**config.mk**
```make
export PLATFORM = sky130hd
export DESIGN_NAME = conv_loop_sequencer
export DESIGN_NICKNAME = d
export VERILOG_FILES = /design/src/rtl/conv_pkg.sv /design/src/rtl/conv_loop_ctr.sv /design/src/rtl/conv_loop_sequencer.sv
export SDC_FILE = /design/constraint.sdc
export NUM_CORES = 2
export LEC_CHECK = 0
export CORE_ASPECT_RATIO = 0.8
export CORE_MARGIN = 3
export CORE_UTILIZATION = 30
export DETAILED_ROUTE_END_ITERATION = 7
export SYNTH_ARGS = -nofsm -noshare
export SYNTH_HDL_FRONTEND = slang
export SYNTH_SLANG_ARGS = --single-unit
```
**constraint.sdc**
```tcl
create_clock -name clk -period 19.2 [get_ports clk]
set_input_delay 4.8 -clock clk [delete_from_list [all_inputs] [get_ports clk]]
set_output_delay 4.8 -clock clk [all_outputs]
set_load 0.01 [all_outputs]
```
**src/rtl/conv_pkg.sv**
```systemverilog
// Shared types and helpers for the conv loop sequencer.
// Latency: n/a (declarations only).
// Backpressure: n/a.
package conv_pkg;

  localparam int CONV_H_W    = 6;
  localparam int CONV_CH_W   = 7;
  localparam int CONV_HK_W   = 3;
  localparam int CONV_ADDR_W = 20;

  typedef enum logic [1:0] {
    ST_IDLE  = 2'd0,
    ST_SETUP = 2'd1,
    ST_RUN   = 2'd2,
    ST_DONE  = 2'd3
  } state_e;

  localparam logic STRIDE_1 = 1'b0;
  localparam logic STRIDE_2 = 1'b1;
  localparam logic PAD_OFF  = 1'b0;
  localparam logic PAD_SAME = 1'b1;

  // Output extent along one axis: ((n + 2p - k) >> s2) + 1.
  function automatic logic [15:0] out_dim(input logic [15:0] n, input logic [15:0] k,
                                          input logic [15:0] p, input logic s2);
    logic [15:0] span;
    span = n + p + p - k;
    return (span >> s2) + 16'd1;
  endfunction

endpackage

```
**src/rtl/conv_loop_ctr.sv**
```systemverilog
// One loop level: counts 0..limit, wraps to 0 and passes a carry to the next level.
// Latency: count is registered; carry-out is combinational from count and carry-in.
// Backpressure: advances only when step and carry-in are both high, otherwise holds.
module conv_loop_ctr #(
  parameter int W = 8
) (
  input  logic         clk,
  input  logic         rst_n,
  input  logic         clr,
  input  logic         step,
  input  logic         cin,
  input  logic [W-1:0] limit,
  output logic [W-1:0] cnt,
  output logic         cout
);

  logic [W-1:0] cnt_q, cnt_d;
  logic         wrap;

  assign wrap = (cnt_q == limit);
  assign cout = cin & wrap;
  assign cnt  = cnt_q;

  // Next count: clear, hold, increment or wrap.
  always_comb begin
    cnt_d = cnt_q;
    if (clr) begin
      cnt_d = '0;
    end else if (step && cin) begin
      cnt_d = wrap ? '0 : cnt_q + 1'b1;
    end
  end

  // Count register.
  always_ff @(posedge clk or negedge rst_n) begin
    if (!rst_n) cnt_q <= '0;
    else        cnt_q <= cnt_d;
  end

endmodule

```
**src/rtl/conv_loop_sequencer.sv**
```systemverilog
// Walks k,oy,ox,c,ky,kx for one conv layer and emits one address beat per MAC.
// Latency: first beat valid 2 cycles after start; then one beat per accepted cycle.
// Backpressure: beat fields held while m_valid & !m_ready; en=0 freezes everything.
module conv_loop_sequencer #(
  parameter int H_W    = conv_pkg::CONV_H_W,
  parameter int CH_W   = conv_pkg::CONV_CH_W,
  parameter int HK_W   = conv_pkg::CONV_HK_W,
  parameter int ADDR_W = conv_pkg::CONV_ADDR_W
) (
  input  logic              clk,
  input  logic              rst_n,
  input  logic              en,
  input  logic              start,
  input  logic [H_W-1:0]    H,
  input  logic [H_W-1:0]    W,
  input  logic [CH_W-1:0]   C,
  input  logic [CH_W-1:0]   K,
  input  logic [HK_W-1:0]   hk,
  input  logic              stride2,
  input  logic              pad_en,
  output logic              busy,
  output logic              cfg_err,
  output logic              m_valid,
  input  logic              m_ready,
  output logic [ADDR_W-1:0] act_addr,
  output logic [ADDR_W-1:0] wgt_addr,
  output logic [ADDR_W-1:0] out_addr,
  output logic              pad_zero,
  output logic              acc_first,
  output logic              acc_last,
  output logic              done
);
  import conv_pkg::*;

  // Signed tap coordinate width: holds 2*(2^H_W-1) + hk and a small negative.
  localparam int IW = H_W + 3;

  state_e            state_q, state_d;
  logic [H_W-1:0]    h_q, h_d, w_q, w_d, ho_q, ho_d, wo_q, wo_d;
  logic [CH_W-1:0]   c_q, c_d, k_q, k_d;
  logic [HK_W-1:0]   hk_q, hk_d, p_w;
  logic              s2_q, s2_d, pad_q, pad_d, cfg_err_q, cfg_err_d;
  logic [ADDR_W-1:0] hw_q, hw_d, hk2_q, hk2_d, howo_q, howo_d;

  logic [H_W-1:0]    ho_c, wo_c;
  logic [15:0]       h_span, w_span;
  logic              cfg_bad, run, hs, clr;
  logic [5:0]        carry_v;
  logic [HK_W-1:0]   kx_cnt, ky_cnt;
  logic [CH_W-1:0]   c_cnt, k_cnt;
  logic [H_W-1:0]    ox_cnt, oy_cnt;
  logic [IW-1:0]     iy_u, ix_u;
  logic              iy_out, ix_out, pz_c;
  logic [ADDR_W-1:0] act_c, wgt_c, out_c;

  // Geometry derived from the latched config, consumed in SETUP.
  assign p_w     = (pad_q == PAD_SAME) ? ((hk_q - 1'b1) >> 1) : '0;
  assign h_span  = 16'(h_q) + 16'(p_w) + 16'(p_w);
  assign w_span  = 16'(w_q) + 16'(p_w) + 16'(p_w);
  assign ho_c    = H_W'(out_dim(16'(h_q), 16'(hk_q), 16'(p_w), s2_q));
  assign wo_c    = H_W'(out_dim(16'(w_q), 16'(hk_q), 16'(p_w), s2_q));
  assign cfg_bad = ~hk_q[0] | (h_q == '0) | (w_q == '0) | (c_q == '0) | (k_q == '0) |
                   (h_span < 16'(hk_q)) | (w_span < 16'(hk_q));

  assign run = (state_q == ST_RUN);
  assign hs  = en & run & m_ready;
  assign clr = en & (state_q == ST_SETUP);

  // Loop nest, innermost first; each level's carry-in is the wrap of all inner levels.
  conv_loop_ctr #(.W(HK_W)) u_kx (.clk(clk), .rst_n(rst_n), .clr(clr), .step(hs), .cin(1'b1),
    .limit(hk_q - 1'b1), .cnt(kx_cnt), .cout(carry_v[0]));
  conv_loop_ctr #(.W(HK_W)) u_ky (.clk(clk), .rst_n(rst_n), .clr(clr), .step(hs), .cin(carry_v[0]),
    .limit(hk_q - 1'b1), .cnt(ky_cnt), .cout(carry_v[1]));
  conv_loop_ctr #(.W(CH_W)) u_c  (.clk(clk), .rst_n(rst_n), .clr(clr), .step(hs), .cin(carry_v[1]),
    .limit(c_q - 1'b1), .cnt(c_cnt), .cout(carry_v[2]));
  conv_loop_ctr #(.W(H_W))  u_ox (.clk(clk), .rst_n(rst_n), .clr(clr), .step(hs), .cin(carry_v[2]),
    .limit(wo_q - 1'b1), .cnt(ox_cnt), .cout(carry_v[3]));
  conv_loop_ctr #(.W(H_W))  u_oy (.clk(clk), .rst_n(rst_n), .clr(clr), .step(hs), .cin(carry_v[3]),
    .limit(ho_q - 1'b1), .cnt(oy_cnt), .cout(carry_v[4]));
  conv_loop_ctr #(.W(CH_W)) u_k  (.clk(clk), .rst_n(rst_n), .clr(clr), .step(hs), .cin(carry_v[4]),
    .limit(k_q - 1'b1), .cnt(k_cnt), .cout(carry_v[5]));

  // Tap coordinates in two's complement; a set MSB means the tap is above/left of the plane.
  assign iy_u   = (IW'(oy_cnt) << s2_q) + IW'(ky_cnt) - IW'(p_w);
  assign ix_u   = (IW'(ox_cnt) << s2_q) + IW'(kx_cnt) - IW'(p_w);
  assign iy_out = iy_u[IW-1] | (iy_u >= IW'(h_q));
  assign ix_out = ix_u[IW-1] | (ix_u >= IW'(w_q));
  assign pz_c   = iy_out | ix_out;

  assign act_c = ADDR_W'(c_cnt) * hw_q + ADDR_W'(iy_u[H_W-1:0]) * ADDR_W'(w_q)
               + ADDR_W'(ix_u[H_W-1:0]);
  assign wgt_c = ADDR_W'(k_cnt) * ADDR_W'(c_q) * hk2_q + ADDR_W'(c_cnt) * hk2_q
               + ADDR_W'(ky_cnt) * ADDR_W'(hk_q) + ADDR_W'(kx_cnt);
  assign out_c = ADDR_W'(k_cnt) * howo_q + ADDR_W'(oy_cnt) * ADDR_W'(wo_q) + ADDR_W'(ox_cnt);

  // Beat fields are forced to zero outside RUN so reset and idle present all-zero outputs.
  assign busy      = (state_q != ST_IDLE);
  assign cfg_err   = cfg_err_q;
  assign m_valid   = run;
  assign done      = (state_q == ST_DONE);
  assign pad_zero  = run & pz_c;
  assign act_addr  = (run && !pz_c) ? act_c : '0;
  assign wgt_addr  = run ? wgt_c : '0;
  assign out_addr  = run ? out_c : '0;
  assign acc_first = run & (c_cnt == '0) & (ky_cnt == '0) & (kx_cnt == '0);
  assign acc_last  = run & carry_v[2];

  // Next state: latch config on start, derive geometry in SETUP, finish on the last handshake.
  always_comb begin
    state_d   = state_q;
    h_d       = h_q;
    w_d       = w_q;
    c_d       = c_q;
    k_d       = k_q;
    hk_d      = hk_q;
    s2_d      = s2_q;
    pad_d     = pad_q;
    cfg_err_d = cfg_err_q;
    ho_d      = ho_q;
    wo_d      = wo_q;
    hw_d      = hw_q;
    hk2_d     = hk2_q;
    howo_d    = howo_q;
    if (en) begin
      case (state_q)
        ST_IDLE: begin
          if (start) begin
            h_d       = H;
            w_d       = W;
            c_d       = C;
            k_d       = K;
            hk_d      = hk;
            s2_d      = stride2;
            pad_d     = pad_en;
            cfg_err_d = 1'b0;
            state_d   = ST_SETUP;
          end
        end
        ST_SETUP: begin
          ho_d   = ho_c;
          wo_d   = wo_c;
          hw_d   = ADDR_W'(h_q) * ADDR_W'(w_q);
          hk2_d  = ADDR_W'(hk_q) * ADDR_W'(hk_q);
          howo_d = ADDR_W'(ho_c) * ADDR_W'(wo_c);
          if (cfg_bad) begin
            cfg_err_d = 1'b1;
            state_d   = ST_IDLE;
          end else begin
            state_d   = ST_RUN;
          end
        end
        ST_RUN:  if (hs && carry_v[5]) state_d = ST_DONE;
        ST_DONE: state_d = ST_IDLE;
        default: state_d = ST_IDLE;
      endcase
    end
  end

  // State and config registers.
  always_ff @(posedge clk or negedge rst_n) begin
    if (!rst_n) begin
      state_q   <= ST_IDLE;
      h_q       <= '0;
      w_q       <= '0;
      c_q       <= '0;
      k_q       <= '0;
      hk_q      <= '0;
      s2_q      <= STRIDE_1;
      pad_q     <= PAD_OFF;
      cfg_err_q <= 1'b0;
      ho_q      <= '0;
      wo_q      <= '0;
      hw_q      <= '0;
      hk2_q     <= '0;
      howo_q    <= '0;
    end else begin
      state_q   <= state_d;
      h_q       <= h_d;
      w_q       <= w_d;
      c_q       <= c_d;
      k_q       <= k_d;
      hk_q      <= hk_d;
      s2_q      <= s2_d;
      pad_q     <= pad_d;
      cfg_err_q <= cfg_err_d;
      ho_q      <= ho_d;
      wo_q      <= wo_d;
      hw_q      <= hw_d;
      hk2_q     <= hk2_d;
      howo_q    <= howo_d;
    end
  end

endmodule

```
==> impl_metrics.tcl <==
set metrics [dict create \
    status "complete, no violations" \
    ys_warn_count 0 \
    drt-initial-drc-count 1343 \
    dpl-instance-area_um2 27860 \
    multiInputGateArea_um2 20460 \
    cts_sinks 107 \
    synthCells 3063 \
    ios 103 \
    vias_per_cell 4.812 \
    hold_viol_final 0 \
    grt_pass1_vias 19670 \
    grt_pass1_wl_um 109500 \
    crit_path_start_kind "flop" \
    max_slew.worst_pin.slew_ns 1.282 \
    gp_congestion 0.8903 \
    crit_top_cell "fa_1" \
    regArea_um2 2678 \
    drt_wl_total_um 66520 \
    wire_per_inst_um 15.86 \
    hold-path-cell-count 1 \
    fmax_ghz 0.06314 \
    holdBufCountCts 0 \
    syn_to_final_growth_pct 9.300 \
    ys_seq_area_share_pct 10.39 \
    grt.total_usage_pct 15.14 \
    clk_path_buf_depth 2 \
    drt_pre_antenna_iters 5 \
    synth_most_common_cell "inv_1" \
    grt_max_degree 60 \
    synth_top_area_share_pct 26.56 \
    hold_start "u_c.cnt[4]" \
    async_flop_share_pct 100.0 \
    synth_cell_type_count 83 \
    reg2reg_to "howo_q[10]" \
    clkLatencyLatePin_ns 0.39 \
    drc 0 \
    dp_hpwl_um 54700 \
    critPathCaptureType "output port" \
    syn_area_um2 25780 \
    synth_commonest_cells "581 x inv_1, 372 x ha_1, 367 x nand2_1" \
    cts_made_buffers 9 \
    cts_resized 0 \
    post_cts_buffers 0 \
    slew_headroom_pct 14.52 \
    antenna_found_initial 2 \
    drv_slew 0 \
    max_cap_viol_count 0 \
    ys.flop_type "dfrtp_1" \
    critical_path_class "flop to output port" \
    syn_avg_cell_area_um2 8.416 \
    cts_max_level 3 \
    cts_tree "yes" \
    cp_slowest_cell "a221oi_1" \
    hold_class "flop to flop" \
    setup_tns_ns 0 \
    fin_crit_ns 15.84 \
    n_fill_cell 8877 \
    core_um2 84510 \
    skew_ns 0.01727 \
    worstPathArrival_ns 11.04 \
    r2r_setup_slack_ns 11.19 \
    gr-total-overflow 0 \
    start_util_pct 30.50 \
    cts_root_buf "clkbuf_16" \
    die_w_um 333.7 \
    rows 95 \
    drive_above_1_share_pct 2.470 \
    rsz0062_at_grt "no" \
    fp.dieH_um 268.2 \
    required_ns 14.40 \
    die-area_um2 89500 \
    reg2reg_depth 24 \
    nets 3822 \
    setup_violations 0 \
    timing.final.crit_share_pct 82.48 \
    critical_path.max_fanout 23 \
    min_to "u_c.cnt[4]" \
    postLayoutCellArea_um2 28170 \
    yosysTopAreaCell "fa_1" \
    synth-seq-cells 107 \
    synth.area.top_cells "fa_1 27%, ha_1 18%, dfrtp_1 10%" \
    port_buffers 102 \
    clk_pin_slew_ns 0.09 \
    r2r-start "hk_q[0]" \
    max_stage_delay_ns 1.08 \
    ant_nets 0 \
    via_count 20190 \
    synth_edf_count 0 \
]
## worst max-delay path, delay by kind of cell, from the launching register on
kind                     cells  cell delay, ns
flip-flops                   1            0.67
buffers and inverters        9            1.01
adder cells (fa/ha/maj)     12            5.16
AND/OR/NAND/NOR              4            0.65
multiplexers                 1            0.24
AO/OA/AOI/OAI                7            2.93
## layer usage
metal / up-vias / GRT usage (%) / share of wire, %
met2: 493 / 21.32 / 40
met3: 39 / 2.949 / 7.1
met5: - / 0 / 0.020
met4: 2 / 2.064 / 0.96
li1: 9793 / - / -
met1: 9859 / 24.04 / 52
## cells in the final DEF, fill, tap and decap left out, drive strengths merged, types with 22 or more instances in the layout
cell type / instances
inv: 584
ha: 372
nand2: 367
fa: 342
and2: 215
nor2: 126
dfrtp: 107
clkdlybuf4s50: 101
o21ai: 98
a21oi: 95
xnor2: 68
nand3: 56
a21o: 55
nor3: 47
xor2: 44
nor2b: 30
and3: 22
## registers in the layout (all words and copies together), names as in the netlist
signal / cells
ho_q: 6
u_k.cnt: 7
hw_q: 12
howo_q: 12
k_q: 7
cfg_err: 1
s2_q: 1
u_kx.cnt: 3
hk2_q: 5
hk_q: 3
u_c.cnt: 7
wo_q: 6
u_ky.cnt: 3
state_q: 2
u_oy.cnt: 6
c_q: 7
h_q: 6
u_ox.cnt: 6
w_q: 6
pad_q: 1
## stage by stage
| step | cells | hold WS, ns | setup slack [ns] | utilization [%] |
|---|---|---|---|---|
| 6_report | 4195 | 0.4922 | 3.363 | 33.34 |
| 5_1_grt | 4192 | 0.5046 | 2.676 | 33.33 |
| 4_1_cts | 4192 | 0.4991 | 3.407 | 33.33 |
| 3_5_place_dp | 4176 | 0.4840 | 3.837 | 32.97 |
| 3_3_place_gp | 4176 | 0.4761 | 4.076 | 32.97 |
| 2_1_floorplan | 3075 | 0.4749 | 5.511 | - |
## final cells by class
| cell class | count | area share (%) |
|---|---|---|
| multi-input combinational | 2251 | 72.62 |
| sequential | 107 | 9.504 |
| inverter | 586 | 7.807 |
| tap | 1115 | 4.952 |
| timing repair buffer | 117 | 4.015 |
| clock buffer | 9 | 0.7994 |
| clock inverter | 7 | 0.2798 |
| antenna | 3 | 0.02665 |
## how the worst max path moves through the flow
stage          slack [ns]  cells past startpoint      endpoint  startpoint
2_1_floorplan        5.51                     32  wgt_addr[19]  u_k.cnt[5]
3_3_place_gp         4.08                     33  wgt_addr[19]  u_k.cnt[5]
3_5_place_dp         3.84                     33  wgt_addr[19]  u_k.cnt[5]
4_1_cts              3.41                     33  wgt_addr[19]  u_k.cnt[5]
5_1_grt              2.68                     32  wgt_addr[19]  u_k.cnt[1]
6_report             3.36                     33  wgt_addr[19]  u_k.cnt[5]
## cell families after synthesis
logic type | Yosys count | synth area share, %
compound gates | 385 | 9.732
xor+xnor | 112 | 3.835
fa+ha+maj | 715 | 44.66
buf+inv | 717 | 10.52
flops | 107 | 10.39
mux | 31 | 1.330
other cells | 2 | 0.02913
simple gates | 994 | 19.51
Power is left out: the tool's default activity adds up to more than one toggle a clock period on the data nets, which glitch-free logic cannot reach.
